## src/rtl/ps2_pkg.sv

```systemverilog
// Shared scan-code constants, decoder state type and small helpers for the PS/2 key controller.
package ps2_pkg;

  localparam logic [7:0] SC_EXT   = 8'hE0;
  localparam logic [7:0] SC_BRK   = 8'hF0;
  localparam logic [7:0] SC_UP    = 8'h75;
  localparam logic [7:0] SC_DOWN  = 8'h72;
  localparam logic [7:0] SC_ENTER = 8'h5A;
  localparam logic [7:0] SC_SPACE = 8'h29;

  typedef enum logic [1:0] {
    ST_IDLE    = 2'd0,
    ST_EXT     = 2'd1,
    ST_BRK     = 2'd2,
    ST_EXT_BRK = 2'd3
  } ps2_state_e;

  function automatic logic is_break_state(input ps2_state_e s);
    return (s == ST_BRK) || (s == ST_EXT_BRK);
  endfunction

  // A make sets the flag, a break clears it, anything else keeps it.
  function automatic logic next_held(input logic held, input logic mk,
                                     input logic br, input logic match);
    return match ? (mk | (held & ~br)) : held;
  endfunction

endpackage

```

## src/rtl/ps2_tick_counter.sv

```systemverilog
// Saturating cycle counter with clear and enable; tc_o is high while the count sits at MAX.
module ps2_tick_counter #(
  parameter int unsigned MAX = 10
) (
  input  logic clk_in,
  input  logic rst,
  input  logic clear_i,
  input  logic en_i,
  output logic tc_o
);

  localparam int unsigned W = (MAX < 1) ? 1 : $clog2(MAX + 1);
  localparam logic [W-1:0] MAX_C = W'(MAX);

  logic [W-1:0] cnt_q;

  // Count up while enabled, hold at MAX instead of wrapping.
  always_ff @(posedge clk_in) begin
    if (!rst) begin
      cnt_q <= '0;
    end else if (clear_i) begin
      cnt_q <= '0;
    end else if (en_i && (cnt_q != MAX_C)) begin
      cnt_q <= cnt_q + {{(W-1){1'b0}}, 1'b1};
    end else begin
      cnt_q <= cnt_q;
    end
  end

  assign tc_o = (cnt_q == MAX_C);

endmodule

```

## src/rtl/ps2_key_ctrl.sv

```systemverilog
// PS/2 scan-code decoder producing game controls (jump/start/duck).
// Optional typematic jump repeat is built only when KEY_AUTOREPEAT_EN is defined.
module ps2_key_ctrl
  import ps2_pkg::*;
#(
  parameter int unsigned TIMEOUT_TICKS = 50000,
  parameter int unsigned REPEAT_TICKS  = 5000000
) (
  input  logic       clk_in,
  input  logic       rst,
  input  logic       byte_valid,
  input  logic [7:0] byte_data,
  input  logic       byte_err,
  output logic       jump_pulse,
  output logic       start_pulse,
  output logic       duck,
  output logic       up_held,
  output logic       down_held,
  output logic       err_pulse
);

  ps2_state_e state_q;
  logic up_q, down_q, space_q, enter_q;
  logic up_d, down_d, space_d, enter_d;
  logic jump_q, start_q, duck_q, err_q;
  logic is_prefix, make_ev, brk_ev;
  logic to_tc, rep_fire;

  ps2_tick_counter #(.MAX(TIMEOUT_TICKS)) u_timeout (
    .clk_in  (clk_in),
    .rst     (rst),
    .clear_i (byte_valid || (state_q == ST_IDLE)),
    .en_i    (1'b1),
    .tc_o    (to_tc)
  );

`ifdef KEY_AUTOREPEAT_EN
  logic rep_tc;

  // Restart the repeat interval on every fire so pulses land every REPEAT_TICKS cycles.
  ps2_tick_counter #(.MAX((REPEAT_TICKS > 1) ? REPEAT_TICKS - 1 : 1)) u_repeat (
    .clk_in  (clk_in),
    .rst     (rst),
    .clear_i (!up_q || rep_tc),
    .en_i    (up_q),
    .tc_o    (rep_tc)
  );
  assign rep_fire = up_q && up_d && rep_tc;
`else
  assign rep_fire = 1'b0;
`endif

  // Classify the incoming byte and work out next held flags.
  always_comb begin
    is_prefix = (byte_data == SC_EXT) || (byte_data == SC_BRK);
    make_ev   = byte_valid && !byte_err && !is_prefix && !is_break_state(state_q);
    brk_ev    = byte_valid && !byte_err && !is_prefix &&  is_break_state(state_q);
    up_d      = next_held(up_q,    make_ev, brk_ev, byte_data == SC_UP);
    down_d    = next_held(down_q,  make_ev, brk_ev, byte_data == SC_DOWN);
    space_d   = next_held(space_q, make_ev, brk_ev, byte_data == SC_SPACE);
    enter_d   = next_held(enter_q, make_ev, brk_ev, byte_data == SC_ENTER);
  end

  // Prefix FSM, timeout/error handling and all registered outputs.
  always_ff @(posedge clk_in) begin
    if (!rst) begin
      state_q <= ST_IDLE;
      up_q    <= 1'b0;
      down_q  <= 1'b0;
      space_q <= 1'b0;
      enter_q <= 1'b0;
      jump_q  <= 1'b0;
      start_q <= 1'b0;
      duck_q  <= 1'b0;
      err_q   <= 1'b0;
    end else begin
      up_q    <= up_d;
      down_q  <= down_d;
      space_q <= space_d;
      enter_q <= enter_d;
      duck_q  <= down_d && !up_d;
      jump_q  <= (make_ev && (((byte_data == SC_UP) && !up_q) ||
                              ((byte_data == SC_SPACE) && !space_q))) || rep_fire;
      start_q <= make_ev && (byte_data == SC_ENTER) && !enter_q;
      if (byte_valid) begin
        err_q <= byte_err;
        if (byte_err) begin
          state_q <= ST_IDLE;
        end else begin
          case (state_q)
            ST_IDLE: begin
              if (byte_data == SC_EXT) begin
                state_q <= ST_EXT;
              end else if (byte_data == SC_BRK) begin
                state_q <= ST_BRK;
              end else begin
                state_q <= ST_IDLE;
              end
            end
            ST_EXT: begin
              if (byte_data == SC_BRK) begin
                state_q <= ST_EXT_BRK;
              end else begin
                state_q <= ST_IDLE;
              end
            end
            default: state_q <= ST_IDLE;
          endcase
        end
      end else if ((state_q != ST_IDLE) && to_tc) begin
        state_q <= ST_IDLE;
        err_q   <= 1'b1;
      end else begin
        state_q <= state_q;
        err_q   <= 1'b0;
      end
    end
  end

  assign jump_pulse  = jump_q;
  assign start_pulse = start_q;
  assign duck        = duck_q;
  assign up_held     = up_q;
  assign down_held   = down_q;
  assign err_pulse   = err_q;

endmodule

```

## config.mk

```make
export PLATFORM = sky130hd
export DESIGN_NAME = ps2_key_ctrl
export DESIGN_NICKNAME = d
export VERILOG_FILES = /design/src/rtl/ps2_pkg.sv /design/src/rtl/ps2_tick_counter.sv /design/src/rtl/ps2_key_ctrl.sv
export SDC_FILE = /design/constraint.sdc
export NUM_CORES = 1
export LEC_CHECK = 0
export CAP_MARGIN = 10
export CORE_UTILIZATION = 55
export CTS_CLUSTER_SIZE = 16
export DETAILED_ROUTE_END_ITERATION = 8
export PLACE_DENSITY = 0.78
export SLEW_MARGIN = 5
export SYNTH_ARGS = -nofsm -noshare
export SYNTH_HDL_FRONTEND = slang
export SYNTH_HIERARCHICAL = 1
export SYNTH_SLANG_ARGS = --single-unit
```

## constraint.sdc

```tcl
create_clock -name clk_in -period 2.9 [get_ports clk_in]
set_input_delay 0.87 -clock clk_in [delete_from_list [all_inputs] [get_ports clk_in]]
set_output_delay 0.87 -clock clk_in [all_outputs]
set_load 0.03 [all_outputs]
```

* After elaboration in Yosys (flattened, before gate mapping)
Index checks and enable logic that the tools add are counted.
** Storage, ports and cells
- Register bits after elaboration :: 26
- Bits of input ports :: 12
- Output and inout bits :: 6
- Logic and storage cells :: 69
** Cells by class
- Add/sub/neg operators :: 1
- Equal/unequal tests :: 11
- Multiplexer cells :: 11
- Bitwise operators :: 10
- Reduce and logical (&&, ||, !) cells :: 26
** Operator list (count)
- $eq 8x7->1 const B :: 3
- $add 16x1->16 const B :: 1
- $eq 16x16->1 const B :: 1
- $eq 8x8->1 const B :: 2
- $ne 16x16->1 const B :: 1
- $mux 2 :: 6
- $logic_and 1x1->1 :: 11
- $eq 8x6->1 const B :: 1
- $logic_not 1->1 :: 7
- $and 1x1->1 :: 4
- $eq 2x2->1 const B :: 2
- $logic_or 1x1->1 :: 4
- $mux 1 :: 4
- $or 1x1->1 :: 4
- $pmux 2 s2 :: 1
- $reduce_bool 2->1 :: 2
- $eq 2x1->1 const B :: 1
- $logic_not 2->1 :: 1
- $not 1->1 :: 2
- $reduce_or 2->1 :: 1

* Logic depth before layout (Yosys ltp)
Gate-level depths: netlist of the first run.
- Depth in word-level cells :: 11
- Mapped depth :: 7
- Depth with buffers taken out :: 7

* Cells and area by module
Netlist of the first run, hierarchy kept.
** Modules (own cells, without submodules)
- ps2_tick_counter :: instances 1, cells each 107, area an instance 907.1 sq um
- ps2_key_ctrl :: instances 1, cells each 58, area an instance 573.0 sq um

* Least setup slack after synthesis of the first run
Ideal clock, no wire load.
- Path kind :: in2reg
- From :: input byte_data[0]
- To :: register duck_q, in the netlist duck
- Setup time :: 0.065 ns
- Arrival :: 1.990 ns
- Data required time :: 2.835 ns
- Setup slack :: 0.844 ns
- Cell stages on the path :: 5
- Path buffers :: 1
- Path through :: or3b_1 > buf_6 > nor4_4 > mux2i_1 > nor2b_1
** Between the ends
- Longest elaborated chain between the ends :: 11
- Elaborated cells on any way between the ends :: 18
- Those cells by class :: eq/ne: 4; mux: 2; bitwise: 5; reduce/logical: 7
** Ends and longest elaborated chain
- start: declaration :: RTL line ps2_key_ctrl.sv:12 : input logic [7:0] byte_data,
- $eq 8x8->1 :: RTL line ps2_key_ctrl.sv:55 : is_prefix = (byte_data == SC_EXT) || (byte_data == SC_BRK);
- $logic_or 1x1->1 :: RTL line ps2_key_ctrl.sv:55
- $logic_not 1->1 :: RTL line ps2_key_ctrl.sv:56, ps2_key_ctrl.sv:57
- $logic_and 1x1->1 :: RTL line ps2_key_ctrl.sv:56, ps2_key_ctrl.sv:57
- $logic_and 1x1->1 :: RTL line ps2_key_ctrl.sv:57 : brk_ev = byte_valid && !byte_err && !is_prefix && is_break_state(state_q);
- $not 1->1 :: RTL line ps2_pkg.sv:25 : return match ? (mk | (held & ~br)) : held;
- $and 1x1->1 :: RTL line ps2_pkg.sv:25
- $or 1x1->1 :: RTL line ps2_pkg.sv:25
- $mux 1 :: RTL line ps2_pkg.sv:25
- $logic_not 1->1 :: RTL line ps2_key_ctrl.sv:81 : duck_q <= down_d && !up_d;
- $logic_and 1x1->1 (*) :: RTL line ps2_key_ctrl.sv:81
- end signal: assignment :: RTL line ps2_key_ctrl.sv:81
- end: declaration :: RTL line ps2_key_ctrl.sv:25 : logic jump_q, start_q, duck_q, err_q;
Every way passes the cells marked *; elsewhere a longest branch is shown, timed or not.
A chain may end at the register's enable or synchronous reset.

* Worst setup path in the final report of the first run
- From :: input byte_data[6]
- To :: register up_q, in the netlist up_held
** Between the ends
- Longest elaborated chain between the ends :: 9
- Elaborated cells on any way between the ends :: 12
- Those cells by class :: eq/ne: 3; mux: 1; bitwise: 3; reduce/logical: 5
** Ends and longest elaborated chain
- $eq 8x8->1 :: RTL line ps2_key_ctrl.sv:55
- $logic_or 1x1->1 :: RTL line ps2_key_ctrl.sv:55
- $logic_not 1->1 :: RTL line ps2_key_ctrl.sv:56, ps2_key_ctrl.sv:57
- $logic_and 1x1->1 :: RTL line ps2_key_ctrl.sv:56, ps2_key_ctrl.sv:57
- $logic_and 1x1->1 :: RTL line ps2_key_ctrl.sv:57
- $not 1->1 :: RTL line ps2_pkg.sv:25
- $and 1x1->1 :: RTL line ps2_pkg.sv:25
- $or 1x1->1 :: RTL line ps2_pkg.sv:25
- $mux 1 (*) :: RTL line ps2_pkg.sv:25
- end signal: assignment :: RTL line ps2_key_ctrl.sv:77 : up_q <= up_d;
- end: declaration :: RTL line ps2_key_ctrl.sv:23 : logic up_q, down_q, space_q, enter_q;
Marks and branches as above.

==> metrics.sh, run 1 <==
MULTI_INPUT_GATE_AREA_IN_THE_FINAL_LAYOUT_UM2=894.6
P_INT_uW=428.7
TIMING.MAX_CAP.VIOLATIONS=0
WORST_SLEW_PIN_SLEW_NS=0.5065
DETAILED_ROUTE_WL_UM=3096
HOLD_PATH.CLASS='reg -> reg'
RR_STARTPOINT='u_timeout/cnt_q[0]'
CORE-AREA_MM2=0.002500
TNS_NS=0
CTS_TREE='yes'
STARTING_DENSITY_OF_THE_CORE_PCT=59.21
H-TREE-DEPTH=1
ROW_COUNT=18
FIRSTDRTPASSITERS=5
MAX_FREQ_MHz=419.3
SEQPWRFRAC_PCT=65.1
NET-SWITCHING-POWER_uW=121.3
DRIVE_GT1_SHARE_PCT=8.333
SYNTHMOSTINSTANTIATEDCELL='dfxtp_1'
NUM-NETS-FINAL=196
SYNTH_NETS=179
CLOCKBUFFERDEPTH=2
PART_OF_THE_TOTAL_POWER_DISSIPATED_IN_COMBINATIONAL_LOGIC_PCT=8.3
GRT_MAX_DEGREE=19
FINAL.FILL_COUNT=214
POST_SYNTH_INST_COUNT=165
PERIOD_MINUS_SLACK_NS=2.385
TIMING_HOLD_VIOLATIONS_FINAL=0
WORST_SLEW_MARGIN_REL_PCT=66.24
POSTSYNTH.TOPFLOPCELL='dfxtp_1'
FLOORPLAN.IO_PINS=18
CTS-HOLD-FIX-BUFFERS=0
CTS_ROOT_BUFFER='clkbuf_4'
CTS.SINK_COUNT=26
START_KIND='input pin'
SYNTH.TOP_CELLS.BY_COUNT='26 x dfxtp_1, 15 x nor2_1, 12 x nand2_1'
GP_CONGESTION=0.8837
SYN_TO_FINAL_GROWTH_PCT=14.20
DETAIL_ROUTE.DRC_VIOLATIONS=0
CRITICAL_PATH_CLASS='in -> reg'
POST_SYNTH_MAIN_AREA_CONTRIBUTORS='dfxtp_1 35%, nor2_1 3.8%, mux2i_1 3.4%'
CELL_AREA_AFTER_TECHNOLOGY_MAPPING_MM2=0.001480
CHIPWIDTH_UM=53.88
SLEW_VIOLATIONS=0
POWERDENSITY_mW_PER_MM2=325.4
NUM_ANTENNA_CELLS=0
PATH_MAX_FANOUT=6
EDFF_COUNT_SYNTH=0
YOSYS_WARNINGS=6
LAYOUT.AREA.SEQ_UM2=520.5
FP.DIEAREA_MM2=0.002903
SETUP.WORST_PATH.START='byte_data[6]'
FP.DIEH_UM=53.88
FINAL_MIN_PERIOD_OVER_CLOCK_PERIOD_PCT=82.25
ROUTE.VIAS.TOTAL=1310
POST-DP-HPWL_UM=2392
SYNTH.YOSYS.SEQ_AREA_SHARE_PCT=35.16
ANT_NETS=0
OUTCOME='finished, final reports clean'
CRIT_PATH_END_KIND='flop'
POST-CTS-SETUP-BUFFER-COUNT=0
GRT_ANTENNA_BEFORE_REPAIR=0
SYNTHDOMINANTCELLAREASHARE_PCT=35.16
CLOCK_SKEW_NS=0.007801
PLACEMENT.IO_BUFFERS=17
GRT_PASS1_VIAS=1233
PEAKVDDDROP_uV=254.5
ROUTE.DETAILED.WL_PER_INST_UM=14.74
TIMING.HOLD.WS_NS=0.4418
SYNTH_AREA_PER_CELL_UM2=8.971
GRT_PASS1_WL_UM=5099
CTS_INSERTED_BUFFERS=3
SYNTH.DISTINCT_CELLS=50
SYNTH-SEQ-CELLS=26
NUMBER_OF_FAILING_SETUP_ENDPOINTS_IN_THE_FINAL_TIMING_REPORT=0
SYNTH_LARGEST_AREA_CELL='dfxtp_1'
CRIT_ARRIVAL_NS=2.65
POST_CTS_RESIZED=0
DRT_ITER0_MARKERS=27
GRT_USAGE_PCT=23.94
ASYNC_S_R_FF_SHARE_SYNTH_PCT=0
CELLLEAKAGEPOWER_nW=0.5914
GLOBAL_ROUTE.OVERFLOW_TOTAL=0
POWER.SHARE.CLOCK_PCT=26.7
SWSHARE_PCT=22.05
CLOCK_LATENCY_AT_THE_LATER_PIN_OF_THE_WORST_SKEW_PAIR_NS=0.31
PATH_CLK_SLEW_NS=0.12
DETAIL_ROUTED_VIA_COUNT_PER_CELL=6.238
CP.REQUIRED_NS=3.16
GRT_SETUP_UNREPAIRED='no'
path summary, 6_finish.rpt:
| path | cells after the start | slack [ns] | endpoint |
|---|---|---|---|
| setup / recovery | 5 | 0.51 | up_held |
| hold / removal | 1 | 0.44 | start_pulse |
| setup reg to reg | 6 | 1.13 | u_timeout/cnt_q[1] |
| hold reg to reg | 1 | 0.44 | start_pulse |
stage by stage:
step / setup slack (ns) / instance area, um2 / utilization, % / std cells / power [mW]
final: 0.5149 / 1690 / 67.62 / 210 / 0.5500
after detailed placement: 0.1864 / 1668 / 66.72 / 207 / 0.4100
after global routing: 0.4661 / 1690 / 67.62 / 210 / 0.5751
after floorplan: 0.8442 / 1480 / - / 165 / 0.3872
after global placement: 0.2707 / 1668 / 66.72 / 207 / 0.4091
after CTS: 0.5136 / 1690 / 67.62 / 210 / 0.5552
metal layers:
metal	part of all wire [%]	track usage [%]	vias to the layer above
li1	-	-	644
met2	52	43.62	40
met4	1.7	12.28	0
met3	4.5	3.107	6
met1	42	26.71	620
met5	0	0	-
cell type report:
type / count / area share, %
multi-input cells: 124 / 52.92
well taps: 30 / 2.221
flip-flops and latches: 26 / 30.79
repair buffers: 19 / 10.95
clock buffers: 3 / 1.332
inverters: 8 / 1.776
layout by cell type, fill, tap and decap left out, drive strengths merged, types with 5 or more instances in the layout:
cell type       n
a21oi           5
clkdlybuf4s50  17
dfxtp          26
inv             8
mux2i           5
nand2          12
nand2b          7
nand3           5
nand4           9
nor2           15
registers in the layout, summed over array words and instances, names as in the netlist, named ones only:
signal           count
u_timeout/cnt_q     16
duck                 1
state_q              2
err_pulse            1
up_held              1
jump_pulse           1
down_held            1
start_pulse          1
worst max-delay path: stages:
cell and delay, ns:
clkdlybuf4s50_1 0.50, or3b_1 0.53, o2111ai_1 0.33, mux2i_1 0.26, and2_1 0.14
power by group through the flow:
stage	clock network, mW	registers (mW)	logic [mW]
floorplan	0	0.367	0.0200
global placement	0	0.366	0.0432
detailed placement	0	0.366	0.0440
CTS	0.153	0.358	0.0444
global route	0.168	0.358	0.0483
finish	0.147	0.358	0.0454
kinds of logic (layout without fill, tap and decap cells):
| logic type | count (synthesis) | count (layout) | synth area share [%] |
|---|---|---|---|
| DFF | 26 | 26 | 35.16 |
| adders and majority gates | 2 | 2 | 1.690 |
| and+or+nand+nor | 84 | 84 | 38.88 |
| xor gates and xnor gates | 6 | 6 | 3.551 |
| other | 1 | 1 | 0.2533 |
| buffers and inverters | 15 | 30 | 4.395 |
| AOI/OAI and AO/OA | 26 | 26 | 12.68 |
| muxes | 5 | 5 | 3.381 |
Power figures use the tool's default switching activity.
==> run 2, diff against run 1 <==
Settings changed: CORE_UTILIZATION 55 to 54, PLACE_DENSITY 0.78 to 0.77.
Clock period 2.9 ns to 2.4 ns, I/O delays scaled along.
==> run 2 against run 1 <==
- global-route usage shrank 1.7 points
- power grew 30%
- routed wire length shrank 0.26%
- critical endpoint unchanged
- count of clock-buffer cells in the layout grew 1
- utilization grew 0.54 points
- setup slack lost 0.24 ns
- largest cell class unchanged
- via count shrank 4.1%
- combinational power grew 25%
==> metrics.sh, run 2 (synthesis gave the netlist of run 1 again) <==
OUTCOME='finished, final reports clean'
ANT_NETS=0
CRITICAL_PATH_CLASS='in -> reg'
CTS.SINK_COUNT=26
PERIOD_MINUS_SLACK_NS=2.130
REPORT.POWER.TOTAL_uW=715.5
START_KIND='input pin'
PART_OF_THE_TOTAL_POWER_DISSIPATED_IN_COMBINATIONAL_LOGIC_PCT=7.9
FP.DIEAREA_MM2=0.002954
R2R_SLACK_NS=0.60
SEQPWRFRAC_PCT=60.5
GRT_SETUP_UNREPAIRED='no'
WORSTHOLDPATHCELLS=1
FINAL_UTIL_PCT=68.15
CTS_TREE='yes'
GRT_ANTENNA_BEFORE_REPAIR=0
FINAL.FILL_COUNT=211
RR_STARTPOINT='u_timeout/cnt_q[7]'
CP.REQUIRED_NS=2.69
PLACEMENT.IO_BUFFERS=17
NUM-NETS-FINAL=198
POST_CTS_RESIZED=0
DRT_ITER0_MARKERS=35
GP_CONGESTION=0.8329
CLOCKBUFFERDEPTH=2
ROW_COUNT=18
NET-SWITCHING-POWER_uW=161.0
SYN_TO_FINAL_GROWTH_PCT=16.15
CLOCK_SKEW_NS=0.01224
NUMBER_OF_FAILING_SETUP_ENDPOINTS_IN_THE_FINAL_TIMING_REPORT=0
GLOBAL_ROUTE.OVERFLOW_TOTAL=0
MAX_FREQ_MHz=469.5
H-TREE-DEPTH=1
CTS_ROOT_BUFFER='clkbuf_4'
POWER.SHARE.CLOCK_PCT=31.6
LAYOUT.AREA.SEQ_UM2=520.5
CTS-HOLD-FIX-BUFFERS=0
CRIT_ARRIVAL_NS=2.42
SLEW_VIOLATIONS=0
PATH_MAX_FANOUT=6
P_INT_uW=554.4
STDCELL_COUNT=213
DETAIL_ROUTE.DRC_VIOLATIONS=0
FINAL_MIN_PERIOD_OVER_CLOCK_PERIOD_PCT=88.74
CHIPWIDTH_UM=54.36
PLACEMENT.CELL_AREA_MM2=0.001683
MULTI_INPUT_GATE_AREA_IN_THE_FINAL_LAYOUT_UM2=894.6
NUM_ANTENNA_CELLS=0
FINAL_COMMON_CELL='dfxtp_1'
WORST_R2R_ENDPOINT='u_timeout/cnt_q[1]'
POST-CTS-SETUP-BUFFER-COUNT=0
CRIT_PATH_END_KIND='flop'
BIGGESTREGSBYFLOPS='u_timeout/cnt_q x16, state_q x2'
LAYOUT.CELLS.MOST_COMMON_LIST='26 x dfxtp_1, 17 x clkdlybuf4s50_1, 15 x nor2_1'
REGISTERS.TOP_BY_FF_COUNT='u_timeout/cnt_q'
TIMING.MAX_CAP.VIOLATIONS=0
PATH_CLK_SLEW_NS=0.15
ROUTE.VIAS.TOTAL=1256
POST-DP-HPWL_UM=2375
GRT_MAX_DEGREE=19
DRIVE_GT1_SHARE_PCT=9.836
DETAILED_ROUTE_WL_UM=3088
CORE-AREA_MM2=0.002522
R2R.WORST_PATH.CELLS=4
FP.DIEH_UM=54.36
SWSHARE_PCT=22.51
STARTING_DENSITY_OF_THE_CORE_PCT=58.68
FIRSTDRTPASSITERS=4
CTS_INSERTED_BUFFERS=3
FLOORPLAN.IO_PINS=18
DETAIL_ROUTED_VIA_COUNT_PER_CELL=5.897
CELLLEAKAGEPOWER_nW=0.6082
CLOCK_LATENCY_AT_THE_LATER_PIN_OF_THE_WORST_SKEW_PAIR_NS=0.33
PEAKVDDDROP_uV=308.3
ROUTE.DETAILED.WL_PER_INST_UM=14.50
POWERDENSITY_mW_PER_MM2=416.2
HOLD_PATH.CLASS='reg -> reg'
TIMING_HOLD_VIOLATIONS_FINAL=0
WORSTHOLDENDPOINT='start_pulse'
MAX_FFS_PER_REGISTER=16
GRT_PASS1_WL_UM=4774
GRT_USAGE_PCT=22.25
GRT_PASS1_VIAS=1052
PLACE_INST=209
FINAL_DESIGN_AREA_NO_FILL_MM2=0.001719
[run 2: power by group through the flow]
stage,sequential (mW),combinational (mW),clock (mW)
detailed placement,0.442,0.0552,0
global placement,0.442,0.0538,0
CTS,0.433,0.0553,0.234
finish,0.433,0.0567,0.226
floorplan,0.444,0.0242,0
global route,0.433,0.0607,0.248
[run 2: routing by layer]
metal  track usage, %  vias up  part of all wire [%]
met4            5.128        0                  0.68
li1                 -      643                     -
met2            34.96       19                    46
met5                0        -                     0
met1            31.61      592                    51
met3            3.333        2                   2.8
[run 2: worst max path at each step]
stage | to | startpoint
6_report | up_held | byte_data[6]
5_1_grt | duck | byte_data[6]
4_1_cts | duck | byte_data[6]
3_5_place_dp | duck | byte_data[6]
3_3_place_gp | duck | byte_data[6]
2_1_floorplan | duck | byte_data[0]
[run 2: area by class of cell]
cell class                      count  share of cell area (%)
Clock buffer                        4                   2.111
Inverter                            8                   1.747
Multi-Input combinational cell    124                   52.04
Sequential cell                    26                   30.28
Tap cell                           30                   2.183
Timing Repair Buffer               21                   11.64
[run 2: stage by stage]
| step | setup WS, ns | setup TNS [ns] | hold slack, ns |
|---|---|---|---|
| floorplan | 0.4942 | 0 | 0.4129 |
| detailed placement | -0.08689 | -0.2256 | 0.4338 |
| global route | 0.1743 | 0 | 0.4829 |
| global placement | -0.04311 | -0.09979 | 0.4253 |
| CTS | 0.2664 | 0 | 0.4649 |
| finish | 0.2702 | 0 | 0.4616 |
[run 2: worst max-delay path, cell delays in order]
cell             delay, ns
clkdlybuf4s50_1       0.47
or3b_1                0.52
o2111ai_1             0.31
mux2i_1               0.26
and2_1                0.15
==> run 3, diff against run 2 <==
Settings changed: CORE_UTILIZATION 54 to 55, PLACE_DENSITY 0.77 to 0.78.
Clock period 2.4 ns to 2.5 ns, I/O delays scaled along.
==> run 3 against run 2 <==
- clock power rose by 30%
- count of clock-buffer cells in the layout is 1 lower
- design area rose by 0.95%
- clock skew fell by 0.0099 ns
- largest power group unchanged
- highest routed layer unchanged
==> metrics.sh, run 3 (synthesis gave the netlist of run 1 again) <==
OUTCOME='finished, final reports clean'
PEAKVDDDROP_uV=637.2
GRT_ANTENNA_BEFORE_REPAIR=0
NUMBER_OF_FAILING_SETUP_ENDPOINTS_IN_THE_FINAL_TIMING_REPORT=0
PART_OF_THE_TOTAL_POWER_DISSIPATED_IN_COMBINATIONAL_LOGIC_PCT=7.2
GRT_PASS1_VIAS=1200
GRT_USAGE_PCT=24.40
FP.DIEAREA_MM2=0.002903
ROUTE.DETAILED.WL_PER_INST_UM=15.15
CTS-HOLD-FIX-BUFFERS=0
FIRSTDRTPASSITERS=4
CRITPATHTOPFAMILY='simple AND/OR/NAND/NOR gates'
SYN_TO_FINAL_GROWTH_PCT=17.24
LAYOUT.CELLS.MOST_COMMON_LIST='26 x dfxtp_1, 17 x clkdlybuf4s50_1, 15 x nor2_1'
POST_CTS_RESIZED=0
FP.DIEH_UM=53.88
GP_CONGESTION=0.8826
DETAILED_ROUTE_WL_UM=3226
HOLD_PATH.CLASS='reg -> reg'
FLOORPLAN.IO_PINS=18
PERIOD_MINUS_SLACK_NS=2.218
POWER.SHARE.CLOCK_PCT=38.4
FINAL_MIN_PERIOD_OVER_CLOCK_PERIOD_PCT=88.71
SLEW_VIOLATIONS=0
CORE-AREA_MM2=0.002500
FINAL.FILL_COUNT=195
PATH_CLK_SLEW_NS=0.14
STDCELL_COUNT=213
NUM_ANTENNA_CELLS=0
CELLLEAKAGEPOWER_nW=0.6145
FINAL_COMMON_CELL='dfxtp_1'
CTS_TREE='yes'
POWERDENSITY_mW_PER_MM2=439.7
PLACE_INST=209
CLOCK_LATENCY_AT_THE_LATER_PIN_OF_THE_WORST_SKEW_PAIR_NS=0.33
CRITICAL_PATH.MAX_STAGE_DELAY_NS=0.53
FINAL_DESIGN_AREA_NO_FILL_MM2=0.001735
PATH_MAX_FANOUT=6
DRIVE_GT1_SHARE_PCT=9.836
DRT_ITER0_MARKERS=16
TIMING_HOLD_VIOLATIONS_FINAL=0
CP_NUM_BUF_INV=1
NUM-NETS-FINAL=198
STARTING_DENSITY_OF_THE_CORE_PCT=59.21
H-TREE-DEPTH=1
CRIT_ARRIVAL_NS=2.50
PLACEMENT.CELL_AREA_MM2=0.001683
ROUTE.VIAS.TOTAL=1332
CTS.SINK_COUNT=26
TIMING.MAX_CAP.VIOLATIONS=0
GRT_MAX_DEGREE=19
GRT_SETUP_UNREPAIRED='no'
BIGGESTREGSBYFLOPS='u_timeout/cnt_q x16, state_q x2'
MAX_FFS_PER_REGISTER=16
START_KIND='input pin'
CTS_INSERTED_BUFFERS=3
GLOBAL_ROUTE.OVERFLOW_TOTAL=0
CP.REQUIRED_NS=2.78
ANT_NETS=0
CLOCKBUFFERDEPTH=2
PATH_CELLS='clkdlybuf4s50_1 > or3b_1 > nor4_4 > mux2i_1 > nor2b_1'
P_INT_uW=604.5
REGISTERS.TOP_BY_FF_COUNT='u_timeout/cnt_q'
CRIT_PATH_END_KIND='flop'
MAX_FREQ_MHz=450.9
CTS_ROOT_BUFFER='clkbuf_4'
SWSHARE_PCT=20.78
NET-SWITCHING-POWER_uW=158.5
CHIPWIDTH_UM=53.88
POST-CTS-SETUP-BUFFER-COUNT=0
DETAIL_ROUTE.DRC_VIOLATIONS=0
ROW_COUNT=18
CPMAXSTAGEDELAYCELL='or3b_1'
CLOCK_SKEW_NS=0.002360
TNS_NS=0
PLACEMENT.IO_BUFFERS=17
GRT_PASS1_WL_UM=5071
DETAIL_ROUTED_VIA_COUNT_PER_CELL=6.254
CRITICAL_PATH_CLASS='in -> reg'
POST-DP-HPWL_UM=2418
SEQPWRFRAC_PCT=54.4
[run 3: final cells by class]
class | count | area (um2) | area share [%]
clock inverter | 1 | 30.03 | 1.730
multi-input combinational | 124 | 894.6 | 51.55
inverter | 8 | 30.03 | 1.730
tap | 30 | 37.54 | 2.163
sequential | 26 | 520.5 | 29.99
clock buffer | 3 | 22.52 | 1.298
timing repair buffer | 21 | 200.2 | 11.54
[run 3: final timing paths]
| check | startpoint | endpoint | slack [ns] | depth (start not counted) |
|---|---|---|---|---|
| min reg2reg | flop | start_pulse | 0.45 | 1 |
| max | byte_data[6] | duck | 0.28 | 5 |
| min | flop | start_pulse | 0.45 | 1 |
| max reg2reg | u_timeout/cnt_q[6] | u_timeout/cnt_q[1] | 0.73 | 4 |
[run 3: power groups by stage]
stage	Combinational, mW	Clock (mW)	Sequential [mW]
floorplan	0.0232	0	0.426
global placement	0.0513	0	0.424
detailed placement	0.0528	0	0.424
CTS	0.0532	0.299	0.416
global route	0.0585	0.313	0.416
finish	0.0547	0.293	0.415
[run 3: stage by stage]
step | utilization (%) | total power, mW | setup slack [ns] | hold WS, ns
CTS | 69.42 | 0.7682 | 0.2823 | 0.4512
global placement | 67.32 | 0.4757 | 0.002930 | 0.4257
floorplan | - | 0.4492 | 0.5642 | 0.4129
detailed placement | 67.32 | 0.4773 | -0.06725 | 0.4309
global route | 69.42 | 0.7874 | 0.2348 | 0.4827
finish | 69.42 | 0.7630 | 0.2823 | 0.4464
[run 3: per-layer routing]
| layer | GRT usage (%) | vias up | wire (um) |
|---|---|---|---|
| li1 | - | 644 | - |
| met1 | 26.85 | 643 | 1347 |
| met2 | 46.50 | 38 | 1699 |
| met3 | 2.542 | 7 | 122 |
| met4 | 10.09 | 0 | 57 |
| met5 | 0 | - | 0 |
[run 3: worst register-to-register path: cells and delay by family, from the launching register on]
family | cells | cell delay, ns
flip-flops | 1 | 0.42
AO/OA/AOI/OAI | 2 | 0.56
AND/OR/NAND/NOR | 2 | 0.75
